File: src/rtl/logic_pkg.sv
// Shared definitions for the pipelined logic/shift unit.
// Contents:
//   OP_WIDTH     width of the operation select field (fixed at 4, 16 ops)
//   OP_*         operation encodings, OP_ZERO (0) through OP_ROTL (15)
//   shamt_width  number of low rhs bits used as a shift/rotate amount
package logic_pkg;

    localparam int OP_WIDTH = 4;

    localparam logic [OP_WIDTH-1:0] OP_ZERO = 4'd0;
    localparam logic [OP_WIDTH-1:0] OP_NOTR = 4'd1;
    localparam logic [OP_WIDTH-1:0] OP_XOR  = 4'd2;
    localparam logic [OP_WIDTH-1:0] OP_AND  = 4'd3;
    localparam logic [OP_WIDTH-1:0] OP_PASR = 4'd4;
    localparam logic [OP_WIDTH-1:0] OP_OR   = 4'd5;
    localparam logic [OP_WIDTH-1:0] OP_ONES = 4'd6;
    localparam logic [OP_WIDTH-1:0] OP_LAST = 4'd7;
    localparam logic [OP_WIDTH-1:0] OP_NAND = 4'd8;
    localparam logic [OP_WIDTH-1:0] OP_NOR  = 4'd9;
    localparam logic [OP_WIDTH-1:0] OP_XNOR = 4'd10;
    localparam logic [OP_WIDTH-1:0] OP_ANDN = 4'd11;
    localparam logic [OP_WIDTH-1:0] OP_SHL  = 4'd12;
    localparam logic [OP_WIDTH-1:0] OP_SHR  = 4'd13;
    localparam logic [OP_WIDTH-1:0] OP_SRA  = 4'd14;
    localparam logic [OP_WIDTH-1:0] OP_ROTL = 4'd15;

    // Only the low log2(width) bits of rhs form the shift amount; the upper
    // bits are ignored so an oversized amount wraps instead of clearing lhs.
    function automatic int shamt_width(input int width);
        return (width > 1) ? $clog2(width) : 1;
    endfunction

endpackage

File: src/rtl/logic_op_core.sv
// Purely combinational operation core of the logic unit.
// Ports:
//   op      operation select (logic_pkg::OP_*)
//   lhs     left operand
//   rhs     right operand, low bits double as shift amount
//   last    previously accepted result, returned by OP_LAST
//   result  operation result, modulo 2^DATA_WIDTH
module logic_op_core
    import logic_pkg::*;
#(
    parameter int DATA_WIDTH = 16
) (
    input  logic [OP_WIDTH-1:0]   op,
    input  logic [DATA_WIDTH-1:0] lhs,
    input  logic [DATA_WIDTH-1:0] rhs,
    input  logic [DATA_WIDTH-1:0] last,
    output logic [DATA_WIDTH-1:0] result
);

    localparam int SH_WIDTH = shamt_width(DATA_WIDTH);
    localparam logic [SH_WIDTH:0] DW_AMT = (SH_WIDTH + 1)'(DATA_WIDTH);

    logic [SH_WIDTH-1:0] sh;
    logic [SH_WIDTH:0]   rot_back;
    logic [DATA_WIDTH-1:0] rotated;

    assign sh = rhs[SH_WIDTH-1:0];

    // A right shift by the full width yields zero, so a rotate by 0 cleanly
    // degenerates to lhs without a special case.
    assign rot_back = DW_AMT - {1'b0, sh};
    assign rotated  = (lhs << sh) | (lhs >> rot_back);

    always_comb begin
        result = '0;
        case (op)
            OP_ZERO: result = '0;
            OP_NOTR: result = ~rhs;
            OP_XOR:  result = lhs ^ rhs;
            OP_AND:  result = lhs & rhs;
            OP_PASR: result = rhs;
            OP_OR:   result = lhs | rhs;
            OP_ONES: result = '1;
            OP_LAST: result = last;
            OP_NAND: result = ~(lhs & rhs);
            OP_NOR:  result = ~(lhs | rhs);
            OP_XNOR: result = ~(lhs ^ rhs);
            OP_ANDN: result = lhs & ~rhs;
            OP_SHL:  result = lhs << sh;
            OP_SHR:  result = lhs >> sh;
            OP_SRA:  result = $signed(lhs) >>> sh;
            OP_ROTL: result = rotated;
            default: result = '0;
        endcase
    end

endmodule

File: src/rtl/logic_unit_pipe.sv
// Pipelined logic/shift unit for the execute stage.
// Ports:
//   clk, rst_n            clock and asynchronous active-low reset
//   in_valid, in_ready    operand handshake from operand fetch
//   op, lhs_in, rhs_in    operation select and operands
//   out_valid, out_ready  result handshake to the writeback mux
//   rhs_out               result, STAGES cycles after acceptance
//   zero_out, neg_out     result == 0 / result MSB, aligned with rhs_out
module logic_unit_pipe
    import logic_pkg::*;
#(
    parameter int DATA_WIDTH = 16,
    parameter int STAGES     = 2
) (
    input  logic                  clk,
    input  logic                  rst_n,
    input  logic                  in_valid,
    output logic                  in_ready,
    input  logic [OP_WIDTH-1:0]   op,
    input  logic [DATA_WIDTH-1:0] lhs_in,
    input  logic [DATA_WIDTH-1:0] rhs_in,
    output logic                  out_valid,
    input  logic                  out_ready,
    output logic [DATA_WIDTH-1:0] rhs_out,
    output logic                  zero_out,
    output logic                  neg_out
);

    logic [STAGES-1:0]     stage_valid;
    logic [STAGES-1:0]     stage_zero;
    logic [STAGES-1:0]     stage_neg;
    logic [DATA_WIDTH-1:0] stage_data [STAGES];
    logic [DATA_WIDTH-1:0] last_result;
    logic [DATA_WIDTH-1:0] core_result;
    logic                  advance;
    logic                  accept;

    logic_op_core #(
        .DATA_WIDTH(DATA_WIDTH)
    ) u_core (
        .op     (op),
        .lhs    (lhs_in),
        .rhs    (rhs_in),
        .last   (last_result),
        .result (core_result)
    );

    // The whole pipe moves as one: any free slot at the output lets every
    // stage shift, bubbles included, so a stall freezes everything in place.
    assign advance  = ~stage_valid[STAGES-1] | out_ready;
    assign accept   = in_valid & advance;
    assign in_ready = advance;

    // Stage 1 captures the result and flags only for real ops; a bubble just
    // clears the valid bit and leaves stale data that nobody observes.
    always_ff @(posedge clk or negedge rst_n) begin
        if (!rst_n) begin
            stage_valid <= '0;
            stage_zero  <= '0;
            stage_neg   <= '0;
            last_result <= '0;
            for (int i = 0; i < STAGES; i++) begin
                stage_data[i] <= '0;
            end
        end else if (advance) begin
            stage_valid[0] <= in_valid;
            if (accept) begin
                stage_data[0] <= core_result;
                stage_zero[0] <= (core_result == '0);
                stage_neg[0]  <= core_result[DATA_WIDTH-1];
                last_result   <= core_result;
            end
            for (int i = 1; i < STAGES; i++) begin
                stage_valid[i] <= stage_valid[i-1];
                stage_data[i]  <= stage_data[i-1];
                stage_zero[i]  <= stage_zero[i-1];
                stage_neg[i]   <= stage_neg[i-1];
            end
        end
    end

    assign out_valid = stage_valid[STAGES-1];
    assign rhs_out   = stage_data[STAGES-1];
    assign zero_out  = stage_zero[STAGES-1];
    assign neg_out   = stage_neg[STAGES-1];

endmodule

File: config.mk
export PLATFORM = sky130hd
export DESIGN_NAME = logic_unit_pipe
export DESIGN_NICKNAME = d
export VERILOG_FILES = /design/src/rtl/logic_pkg.sv /design/src/rtl/logic_op_core.sv /design/src/rtl/logic_unit_pipe.sv
export SDC_FILE = /design/constraint.sdc
export NUM_CORES = 1
export LEC_CHECK = 0
export BUFFER_PORTS_ARGS = -buffer_cell sky130_fd_sc_hd__buf_4
export CAP_MARGIN = 20
export CORE_MARGIN = 5
export CORE_UTILIZATION = 28
export CTS_CLUSTER_SIZE = 24
export DETAILED_ROUTE_END_ITERATION = 10
export HOLD_SLACK_MARGIN = 0.08
export PLACE_DENSITY = 0.44
export SYNTH_ARGS = -nofsm -noshare
export SYNTH_HDL_FRONTEND = slang
export SYNTH_SLANG_ARGS = --single-unit
File: constraint.sdc
create_clock -name clk -period 6.2 [get_ports clk]
set_clock_uncertainty 0.15 [all_clocks]
set_input_delay 0.31 -clock clk [delete_from_list [all_inputs] [get_ports clk]]
set_output_delay 0.31 -clock clk [all_outputs]
set_load 0.005 [all_outputs]
# Word level (Yosys, flattened, before mapping)
# Index checks and enable logic that the tools add are counted.
[op_classes]
addsub = 1
n_eq_ne = 15
shift = 4
muxes = 1
bitwise_logic = 12
n_reduce_logical = 3
[ops]
columns = ["cell", "n"]
rows = [
  ["one-hot mux 16 bit (16 select lines)", 1],
  ["NOT 16 bit", 4],
  ["AND 16 bit", 2],
  ["equality test 4 bit (second input constant)", 8],
  ["OR 16 bit", 2],
  ["equality test 4 x 3 -> 1 bit (second input constant)", 4],
  ["zero test 16 bit", 1],
  ["left shift 16 x 4 -> 16 bit", 1],
  [">> shifter 16 x 4 -> 16 bit", 1],
  [">> shifter 16 x 5 -> 16 bit", 1],
  [">>> shifter 16 x 4 -> 16 bit", 1],
  ["bitwise XOR 16 bit", 1],
  ["equality test 4 x 2 -> 1 bit (second input constant)", 2],
  ["subtractor 5 x 4 -> 5 bit (first input constant)", 1],
  ["equality test 4 x 1 -> 1 bit (second input constant)", 1],
  ["zero test 4 bit", 1],
  ["AND reduction 2 bit", 1],
  ["AND 1 bit", 1],
  ["NOT 1 bit", 1],
  ["OR 1 bit", 1],
]
[word_totals]
reg_bits = 38
word_cells = 43

# Longest topological paths before layout
# Gate-level depths: netlist of run 1.
[depth]
ltp_word = 5
depth_mapped = 13
depth_no_buf = 10

# Modules after synthesis
# A second synthesis of run 1 with hierarchy kept.
[hier_totals]
hier_cells = 797
area_unflattened_um2 = 6392.4
[by_module_without_submodules]
columns = ["mod", "instances", "cells_per_inst", "area_each_um2"]
rows = [
  ["logic_op_core", 1, 712, 4978.5],
  ["logic_unit_pipe", 1, 85, 1413.9],
]

# Worst setup path after synthesis of run 1
# No wires, ideal clock.
[synth_timing]
path_kind = "in2reg"
from = "in rhs_in[0]"
to = "reg stage_zero[0]"
t_arrival_ps = 3518
t_required_ps = 5947
setup_slack_ps = 2429
stages = 12
n_path_buf = 2
cell_sequence = "buf_4 > inv_2 > clkbuf_1 > ha_1 > xnor2_1 > mux4_2 > mux2i_1 > nor2_1 > nor4_1 > nand3_1 > or4_1 > o41ai_2"
[synth_via]
elab_chain_cells = 5
word_cells_on_any_way = 16
[synth_rtl]
columns = ["item", "line_no", "text"]
rows = [
  ["start, declared", "logic_unit_pipe.sv:21", "input logic [DATA_WIDTH-1:0] rhs_in,"],
  ["subtractor 5 x 4 -> 5 bit", "logic_op_core.sv:31", "assign rot_back = DW_AMT - {1'b0, sh};"],
  [">> shifter 16 x 5 -> 16 bit", "logic_op_core.sv:32", "assign rotated = (lhs << sh) | (lhs >> rot_back);"],
  ["OR 16 bit", "logic_op_core.sv:32", ""],
  ["one-hot mux 16 bit (16 select lines) (*)", "logic_op_core.sv:36", "case (op)"],
  ["zero test 16 bit (*)", "logic_unit_pipe.sv:69", "stage_zero[0] <= (core_result == '0);"],
  ["end signal, assigned", "logic_unit_pipe.sv:69", ""],
  ["end signal, assigned by index", "logic_unit_pipe.sv:76", "stage_zero[i] <= stage_zero[i-1];"],
  ["end, declared", "logic_unit_pipe.sv:30", "logic [STAGES-1:0] stage_zero;"],
]
# Mark *: on every way between the ends. The rest lies on a longest branch, timed or not.
# A chain may end at the register's enable or synchronous reset.

# Final worst setup path of run 1
# Ends and elaborated chain as after synthesis.

==> results of run 1 <==
routing by layer:
| layer | part of all wire | vias up |
|---|---|---|
| li1 | - | 3039 |
| met1 | 0.45 | 3174 |
| met3 | 0.066 | 55 |
| met2 | 0.44 | 309 |
| met4 | 0.036 | 2 |
| met5 | 0.00042 | - |
worst max-delay path: stages:
cell	delay (ns)
buf_4	0.58
inv_2	0.38
ha_1	0.41
xnor2_1	0.63
mux4_2	0.60
mux2i_1	0.15
nor2_1	0.06
nor4_1	0.35
nand3_1	0.10
or4_1	0.58
o41ai_2	0.34
power breakdown:
part           internal (mW)  total, mW  switching, mW
clock                  0.189      0.286         0.0971
sequential             0.289      0.340         0.0515
combinational          0.228      0.562          0.334
path summary, 6_finish.rpt:
path	startpoint	endpoint	slack, ns
max in group asynchronous	rst_n	rhs_out[3]$_DFFE_PN0N_	5.19
hold reg to reg	rhs_out[7]$_DFFE_PN0N_	rhs_out[7]$_DFFE_PN0N_	0.31
hold / removal	rhs_out[7]$_DFFE_PN0N_	rhs_out[7]$_DFFE_PN0N_	0.31
setup reg to reg	stage_valid[1]$_DFFE_PN0N_	stage_zero[0]$_DFFE_PN0P_	2.78
min in group asynchronous	rst_n	rhs_out[6]$_DFFE_PN0N_	0.38
setup / recovery	rhs_in[0]	stage_zero[0]$_DFFE_PN0P_	1.70
kinds of logic (layout without fill, tap and decap cells):
logic type,after synthesis,count (layout)
xor+xnor,11,11
flops,36,36
mux,94,94
buf+inv,123,118
compound gates,214,214
simple gates,294,294
fa+ha+maj,50,50
registers in the layout, indices dropped and copies added (netlist names):
| name | flops |
|---|---|
| stage_valid | 2 |
| rhs_out | 15 |
| stage_neg | 2 |
| last_result | 15 |
| stage_zero | 2 |
layout make-up:
type                    count  area share
clock buffers               5      0.0176
repair buffers             70      0.0744
flip-flops and latches     36       0.127
inverters                  40      0.0212
multi-input cells         663       0.704
well taps                 285      0.0503
clock inverters             3     0.00600
cells in the final DEF (no fill, tap or decap), types with 19 or more instances in the layout:
master,instances
a21oi_1,48
buf_4,69
dfrtp_1,36
ha_1,50
inv_1,37
mux2i_1,57
mux4_2,25
nand2_1,104
nand2b_1,20
nor2_1,54
nor3_1,19
o21ai_0,36
o22ai_1,20
repair_timing:
item                                    CTS  global route
endpoints found under the setup margin    0             0
endpoints found under the hold margin    36             0
setup buffers                             0             0
hold buffers                              1             0
==> impl_metrics.env, run 1 <==
export IMPL_status="complete, no violations"
export IMPL_cts_buffers=5
export IMPL_seq_area_frac_synth=0.139
export IMPL_hold_viol_final=0
export IMPL_vias=6579
export IMPL_area_growth_synth_to_final_pct=9.86
export IMPL_initial_core_util=0.284
export IMPL_pwr_density_cell_nw_per_um2=167
export IMPL_antenna_left=0
export IMPL_worstHoldPathType="flip-flop to flip-flop"
export IMPL_ir_worst_vdd_mv=0.113
export IMPL_synthTopCellsByCount="nand2_1 (104), mux2i_1 (57), nor2_1 (54)"
export IMPL_clk_path_buf_depth=2
export IMPL_tightest_slew_ns=0.926
export IMPL_min_period_ns=4.50
export IMPL_fin_cells=1102
export IMPL_grtUsageMet2=0.326
export IMPL_finalSetupTns_ns=0
export IMPL_wire_per_inst_um=25.8
export IMPL_synth_top_cell_area_share=0.139
export IMPL_timing_fmax_ghz=0.222
export IMPL_grt_overflow=0
export IMPL_fill_cells=2479
export IMPL_netlist_area_um2=6460
export IMPL_fin_hold_ws_ns=0.313
export IMPL_place_inst=1093
export IMPL_grt_busiest_layer="met2"
export IMPL_r2r_cells=12
export IMPL_io_buffers=59
export IMPL_cts_root_buf="clkbuf_16"
export IMPL_grtUsageMet1=0.302
export IMPL_dpl_worst_slack_ns=1.49
export IMPL_worst_slack_ns=1.70
export IMPL_insertion_delay_ns=0.28
export IMPL_power_total_mw=1.19
export IMPL_synth_seq_cells=36
export IMPL_yosysWarnings=0
export IMPL_synth_area_leaders="dfrtp_1 (14%), ha_1 (9.7%), mux2i_1 (8.8%)"
export IMPL_cts_tree="yes"
export IMPL_synth_adder_area_share=0.0969
export IMPL_synthMuxAreaShare=0.206
export IMPL_final_nets=906
export IMPL_fin_crit_sh=0.726
export IMPL_grt_setup_unrepaired="false"
export IMPL_p_leak_nw=2.96
export IMPL_synth_area_leader_cell="dfrtp_1"
export IMPL_num_rows=55
export IMPL_gr_usage_met3=0.0251
export IMPL_finalMaxSlewViolations=0
export IMPL_drv_cap=0
export IMPL_drc=0
export IMPL_clk_pin_slew_ns=0.06
export IMPL_cp_start_kind="primary input"
export IMPL_min_path_cells=2
export IMPL_synth_compound_area_frac=0.223
export IMPL_ys_types=74
export IMPL_diodes=0
export IMPL_drive_gt1_frac=0.154
export IMPL_gr_usage_all_layers=0.211
export IMPL_antenna_found_initial=1
export IMPL_syn_area_per_cell_um2=7.86
export IMPL_synth_net_count=912
export IMPL_grt_max_degree=71
export IMPL_crit_required_ns=6.23
export IMPL_drt_iter0_markers=647
export IMPL_design_area_um2=7100
export IMPL_core_area_um2=22700
export IMPL_synth_top_family_by_area="simple AND/OR/NAND/NOR gates"
export IMPL_grt_pass1_vias=6335
export IMPL_synth_xor_xnor_area_share=0.0161
export IMPL_synthArstFlopShare=1.00
export IMPL_postLayoutCoreUtil=0.312
export IMPL_gp_congestion=0.985
export IMPL_critical_path_class="primary input to flip-flop"
export IMPL_synth_edff_count=0
export IMPL_worstSetupEndpointType="flip-flop"
export IMPL_io_pins=60
export IMPL_dp_hpwl_um=21000
export IMPL_grt_pass1_wl_um=42100
export IMPL_crit_arrival_ns=4.54
export IMPL_syn_inst=822
export IMPL_path_max_fanout=58
export IMPL_first_pass_iters=5
export IMPL_placed_area_um2=6920
export IMPL_ff_latch_area_um2=901
export IMPL_wirelength_um=28400
export IMPL_htreeDepth=2
export IMPL_slew_headroom=0.375
export IMPL_synth_simple_area_share=0.231
export IMPL_synth_most_common_cell="nand2_1"
export IMPL_synthFlopType="dfrtp_1"
export IMPL_multiInputGateArea_um2=4990
export IMPL_die_area_um2=26200
export IMPL_final_setup_viol_count=0
export IMPL_viasPerCell=5.97
export IMPL_postCtsResizedCells=0
export IMPL_die_x_um=162
export IMPL_cts_sinks=36
export IMPL_die_h_um=162
No activity file was read; power rests on OpenSTA's default activity.
==> run 2, diff against run 1 <==
--- a/config.mk
+++ b/config.mk
@@ -5,6 +5,7 @@
 export SDC_FILE = /design/constraint.sdc
 export NUM_CORES = 1
 export LEC_CHECK = 0
+export ABC_AREA = 1
 export BUFFER_PORTS_ARGS = -buffer_cell sky130_fd_sc_hd__buf_4
 export CAP_MARGIN = 20
 export CORE_MARGIN = 5
==> constraint.sdc (replaced) <==
create_clock -name clk -period 4.3 [get_ports clk]
set_clock_uncertainty 0.15 [all_clocks]
set_input_delay 0.215 -clock clk [delete_from_list [all_inputs] [get_ports clk]]
set_output_delay 0.215 -clock clk [all_outputs]
set_load 0.005 [all_outputs]
==> run 2 against run 1 <==
Effect of this change:
- combinational power grew 22%
- via count grew 6.1%
- sequential share of layout area grew 0.94 points
- hold slack lost 0.061 ns
- critical path depth grew 5
- total power grew 33%
- global-route usage is essentially flat
- routed wire length shrank 10%
- clock power grew 51%
- design area shrank 6.9%
- first-iteration DRC count grew 1.1%
==> impl_metrics.env, run 2 <==
export IMPL_cts_root_buf="clkbuf_16"
export IMPL_pwr_density_cell_nw_per_um2=239
export IMPL_syn_inst=1084
export IMPL_diodes=0
export IMPL_wl_met2_um=11100
export IMPL_antenna_left=0
export IMPL_vias=6978
export IMPL_fin_hold_ws_ns=0.252
export IMPL_grt_max_degree=41
export IMPL_gp_congestion=0.973
export IMPL_tightest_slew_ns=0.992
export IMPL_cts_buffers=5
export IMPL_drive_gt1_frac=0.0825
export IMPL_cts_sinks=36
export IMPL_synth_area_leaders="nand2_1 (28%), nand3_1 (17%), dfrtp_1 (16%)"
export IMPL_path_delay_family="simple AND/OR/NAND/NOR gates"
export IMPL_clk_path_buf_depth=2
export IMPL_min_path_cells=5
export IMPL_hold_viol_final=0
export IMPL_io_buffers=59
export IMPL_htreeDepth=2
export IMPL_cp_slowest_cell="ha_1"
export IMPL_grt_pass1_vias=6701
export IMPL_synth_net_count=1174
export IMPL_synth_seq_cells=36
export IMPL_grt_overflow=0
export IMPL_core_area_um2=20300
export IMPL_area_growth_synth_to_final_pct=14.2
export IMPL_synth_edff_count=0
export IMPL_netlist_area_um2=5790
export IMPL_antenna_found_initial=0
export IMPL_fin_crit_sh=0.704
export IMPL_placed_area_um2=6410
export IMPL_cp_start_kind="primary input"
export IMPL_grt_setup_unrepaired="false"
export IMPL_initial_core_util=0.285
export IMPL_gr_usage_all_layers=0.211
export IMPL_cts_tree="yes"
export IMPL_drc=0
export IMPL_synthFlopType="dfrtp_1"
export IMPL_die_x_um=154
export IMPL_r2r_end="stage_zero[0]$_DFFE_PN0P_"
export IMPL_path_max_fanout=21
export IMPL_hold_start="out_ready"
export IMPL_finalMaxSlewViolations=0
export IMPL_max_stage_delay_ns=0.62
export IMPL_synth_area_leader_cell="nand2_1"
export IMPL_slew_headroom=0.336
export IMPL_power_total_mw=1.58
export IMPL_fill_cells=2436
export IMPL_synth_most_common_cell="nand2_1"
export IMPL_final_nets=1204
export IMPL_io_pins=60
export IMPL_ys_types=31
export IMPL_postCtsResizedCells=0
export IMPL_path_common_cell="nand2_1"
export IMPL_insertion_delay_ns=0.28
export IMPL_syn_area_per_cell_um2=5.34
export IMPL_design_area_um2=6610
export IMPL_seq_area_frac_synth=0.156
export IMPL_wirelength_um=25500
export IMPL_wire_per_inst_um=18.4
export IMPL_viasPerCell=5.04
export IMPL_crit_required_ns=4.31
export IMPL_grt_pass1_wl_um=39400
export IMPL_die_area_um2=23600
export IMPL_critical_path_class="primary input to flip-flop"
export IMPL_ir_worst_vdd_mv=0.183
export IMPL_die_h_um=154
export IMPL_worstHoldEndpoint="rhs_out[13]$_DFFE_PN0N_"
export IMPL_wl_met1_um=11900
export IMPL_dp_hpwl_um=20000
export IMPL_reg2reg_slack_ns=1.47
export IMPL_cp_buffers_inverters=3
export IMPL_r2r_start="stage_valid[1]$_DFFE_PN0N_"
export IMPL_path_cells="buf_4 -> inv_2 -> ha_1 -> clkinv_1 -> nand3_1 -> nand2_1 -> nor2_1 -> nand2_1 -> nand2_1 -> nor2_1 -> nand3_1 -> nor2_1 -> nand3_1 -> nor2_1 -> nand2_1 -> nand2_1"
export IMPL_status="complete, no violations"
export IMPL_synth_top_cell_area_share=0.285
export IMPL_synthArstFlopShare=1.00
export IMPL_drt_iter0_markers=654
export IMPL_first_pass_iters=5
export IMPL_final_setup_viol_count=0
export IMPL_final_cell_mix="nand2_1 (439), nand3_1 (195), nor2_1 (115)"
export IMPL_num_rows=52
export IMPL_highest_layer="met4"
export IMPL_layout_commonest_cell="nand2_1"
export IMPL_yosysWarnings=0
export IMPL_timing_fmax_ghz=0.330
export IMPL_clk_pin_slew_ns=0.06
export IMPL_p_leak_nw=3.67
export IMPL_synthTopCellsByCount="nand2_1 (439), nand3_1 (195), nor2_1 (115)"
export IMPL_r2r_cells=12
export IMPL_crit_arrival_ns=3.04
export IMPL_min_period_ns=3.03
export IMPL_finalSetupTns_ns=0
export IMPL_worstHoldPathType="primary input to flip-flop"
export IMPL_drv_cap=0
export IMPL_worstSetupEndpointType="flip-flop"
export IMPL_wl_met3_um=1610
run 2: changes by cell type after synthesis, moves of 24 or more:
cell and change:
a21oi_1 -40, clkbuf_1 -25, inv_1 +53, mux2i_1 -57, mux4_2 -25, nand2_1 +335
nand3_1 +178, nor2_1 +61, o21ai_0 +24
run 2: worst max-delay path by stage:
| stage | endpoint | startpoint | slack [ns] | cells after the start |
|---|---|---|---|---|
| finish | stage_zero[0]$_DFFE_PN0P_ | rhs_in[0] | 1.27 | 16 |
| global route | stage_zero[0]$_DFFE_PN0P_ | rhs_in[0] | 1.05 | 16 |
| CTS | stage_zero[0]$_DFFE_PN0P_ | rhs_in[0] | 1.36 | 15 |
| detailed placement | stage_zero[0]$_DFFE_PN0P_ | rhs_in[0] | 1.09 | 15 |
| global placement | stage_zero[0]$_DFFE_PN0P_ | rhs_in[0] | 1.12 | 15 |
| floorplan | stage_zero[0]$_DFFE_PN0P_ | rhs_in[1] | 2.00 | 18 |
run 2: kinds of logic after synthesis:
| family | count (synthesis) | synth area share |
|---|---|---|
| xor+xnor | 2 | 0.00433 |
| flops | 36 | 0.156 |
| buf+inv | 142 | 0.102 |
| simple gates | 776 | 0.560 |
| compound gates | 78 | 0.0696 |
| fa+ha+maj | 50 | 0.108 |
run 2: repair_timing:
item	in CTS	in global routing
buffers inserted	0	0
endpoints found under the hold margin	36	0
hold buffers	1	0
run 2: per-layer routing:
layer  global-route usage  vias to the layer above
li1                     -                     3509
met1                0.298                     3179
met2                0.333                      247
met3               0.0264                       43
met4               0.0698                        0
met5                    0                        -
run 2: per-stage QoR:
step                      setup WS [ns]  cells   util
after floorplan                    2.00   1084      -
after global placement             1.12   1376  0.316
after detailed placement           1.09   1376  0.316
after CTS                          1.36   1385  0.325
after global routing               1.05   1385  0.325
final                              1.27   1385  0.325
run 2: power breakdown:
part | internal, mW | switching [mW]
Sequential | 0.412 | 0.0507
Clock | 0.305 | 0.129
Combinational | 0.235 | 0.449
Total | 0.952 | 0.629
run 2: worst min-delay path, delay by kind of cell:
family,cells,cell delay (ns)
AND/OR/NAND/NOR,3,0.15
buffers and inverters,2,0.28
run 2: layout make-up:
class,count,area [um^2],share of cell area
Tap cell,270,338,0.0511
Inverter,94,353,0.0534
Timing Repair Buffer,71,536,0.0811
Multi-Input combinational cell,906,4300,0.650
Clock inverter,1,30.0,0.00455
Clock buffer,7,153,0.0231
Sequential cell,36,901,0.136
==> run 3, diff against run 2 <==
==> constraint.sdc (replaced) <==
create_clock -name clk -period 2.95 [get_ports clk]
set_clock_uncertainty 0.15 [all_clocks]
set_input_delay 0.1475 -clock clk [delete_from_list [all_inputs] [get_ports clk]]
set_output_delay 0.1475 -clock clk [all_outputs]
set_load 0.005 [all_outputs]
==> run 3 against run 2 <==
Effect of this change:
- design area grew 2.0%
- via count is 1.8% higher
- global-route usage decreased by 0.51 points
- clock power grew 20%
- first-iteration DRC count grew 4.9%
- cell count rose by 1.4%
- critical path type unchanged
- largest power group unchanged
- highest routed layer unchanged
==> impl_metrics.env, run 3 (synthesis gave the netlist of run 2 again) <==
export IMPL_layout_commonest_cell="nand2_1"
export IMPL_core_area_um2=20300
export IMPL_multiInputGateArea_um2=4300
export IMPL_fin_hold_ws_ns=0.146
export IMPL_area_growth_synth_to_final_pct=16.4
export IMPL_final_setup_viol_count=0
export IMPL_clk_path_buf_depth=2
export IMPL_tightest_slew_ns=0.818
export IMPL_cts_root_buf="clkbuf_16"
export IMPL_drive_gt1_frac=0.0961
export IMPL_drt_iter0_markers=686
export IMPL_clk_pin_slew_ns=0.05
export IMPL_num_rows=52
export IMPL_reg2reg_slack_ns=0.97
export IMPL_insertion_delay_ns=0.27
export IMPL_grt_pass1_wl_um=38900
export IMPL_min_period_ns=2.37
export IMPL_path_max_fanout=20
export IMPL_crit_arrival_ns=2.39
export IMPL_ff_latch_area_um2=901
export IMPL_ir_worst_vdd_mv=0.199
export IMPL_status="complete, no violations"
export IMPL_cp_buffers_inverters=3
export IMPL_wire_per_inst_um=17.8
export IMPL_place_inst=1395
export IMPL_viasPerCell=5.06
export IMPL_first_pass_iters=5
export IMPL_drv_cap=0
export IMPL_grt_pass1_vias=6610
export IMPL_initial_core_util=0.285
export IMPL_io_pins=60
export IMPL_final_nets=1223
export IMPL_grt_setup_unrepaired="false"
export IMPL_design_area_um2=6740
export IMPL_fin_cells=1404
export IMPL_worstHoldPathType="primary input to flip-flop"
export IMPL_diodes=0
export IMPL_cts_setup_buffers=0
export IMPL_max_stage_delay_ns=0.48
export IMPL_wirelength_um=25000
export IMPL_antenna_left=0
export IMPL_grt_max_degree=41
export IMPL_die_h_um=154
export IMPL_die_area_um2=23600
export IMPL_htreeDepth=2
export IMPL_postLayoutCoreUtil=0.332
export IMPL_path_delay_family="simple AND/OR/NAND/NOR gates"
export IMPL_io_buffers=59
export IMPL_path_cells="buf_4 -> buf_4 -> nor2_1 -> nand2_1 -> nand2_1 -> nand2_1 -> nor2_2 -> nand2_1 -> o21ai_0 -> inv_1 -> nand3_1 -> nor2_1 -> nand2_1 -> nor2_1 -> nand2_1 -> nand2_1"
export IMPL_final_cell_mix="nand2_1 (439), nand3_1 (195), nor2_1 (115)"
export IMPL_cp_slowest_cell="nor2_2"
export IMPL_cts_sinks=36
export IMPL_critical_path_class="primary input to flip-flop"
export IMPL_cp_start_kind="primary input"
export IMPL_slew_headroom=0.454
export IMPL_worstSetupEndpointType="flip-flop"
export IMPL_hold_viol_final=0
export IMPL_dpl_worst_slack_ns=0.322
export IMPL_crit_required_ns=2.96
export IMPL_power_total_mw=2.22
export IMPL_antenna_found_initial=0
export IMPL_gp_congestion=0.959
export IMPL_placed_area_um2=6580
export IMPL_finalSetupTns_ns=0
export IMPL_timing_fmax_ghz=0.421
export IMPL_cts_tree="yes"
export IMPL_vias=7102
export IMPL_p_leak_nw=3.76
export IMPL_finalMaxSlewViolations=0
export IMPL_die_x_um=154
export IMPL_worst_slack_ns=0.577
export IMPL_path_common_cell="nand2_1"
export IMPL_cts_buffers=5
export IMPL_grt_overflow=0
export IMPL_gr_usage_all_layers=0.206
export IMPL_fill_cells=2385
export IMPL_dp_hpwl_um=20000
export IMPL_pwr_density_cell_nw_per_um2=330
export IMPL_fin_crit_sh=0.804
export IMPL_drc=0
-- run 3: cell count changes in the layout (fill, tap and decap cells not counted) --
| cell | before | now |
|---|---|---|
| buf_4 | 70 | 87 |
| bufinv_16 | 1 | 0 |
| clkbuf_1 | 0 | 2 |
| buf_12 | 0 | 2 |
| clkbuf_8 | 2 | 1 |
-- run 3: path summary, 6_finish.rpt --
path / start / endpoint / depth (start not counted)
worst max-delay path: rhs_in[0] / stage_zero[0]$_DFFE_PN0P_ / 16
max in group asynchronous: rst_n / last_result[4]$_DFFE_PN0P_ / 2
min in group asynchronous: rst_n / stage_neg[1]$_DFFE_PN0N_ / 2
worst min-delay path: in_valid / stage_valid[0]$_DFFE_PN0N_ / 4
worst min register to register: stage_valid[0]$_DFFE_PN0N_ / stage_valid[1]$_DFFE_PN0N_ / 2
worst max register to register: stage_valid[1]$_DFFE_PN0N_ / stage_zero[0]$_DFFE_PN0P_ / 12
-- run 3: cell type report --
| type | count | share of cell area |
|---|---|---|
| clock buffers | 8 | 0.0217 |
| inverters | 94 | 0.0524 |
| multi-input cells | 906 | 0.638 |
| flip-flops and latches | 36 | 0.134 |
| well taps | 270 | 0.0501 |
| repair buffers | 90 | 0.104 |
-- run 3: worst reg2reg max path, delay by kind of cell, from the launching register on --
family	cells	cell delay, ns
buffers and inverters	4	0.74
and+or+nand+nor	8	0.66
DFF	1	0.37
-- run 3: power by group --
group	leakage (nW)	switching [mW]	internal (mW)
clock network	0.0712	0.184	0.336
logic	3.23	0.656	0.365
registers	0.454	0.0811	0.601
-- run 3: per-layer routing --
layer | track usage | wire, um | up-vias
met5 | 0 | 0 | -
met4 | 0.0517 | 632 | 0
met3 | 0.0306 | 1540 | 35
met2 | 0.323 | 11100 | 236
met1 | 0.296 | 11700 | 3278
li1 | - | - | 3553
-- run 3: timing repair --
item                                   4_1_cts  5_1_grt
resized for setup                            0        0
hold buffers                                 1        0
endpoints found under the hold margin       36        0
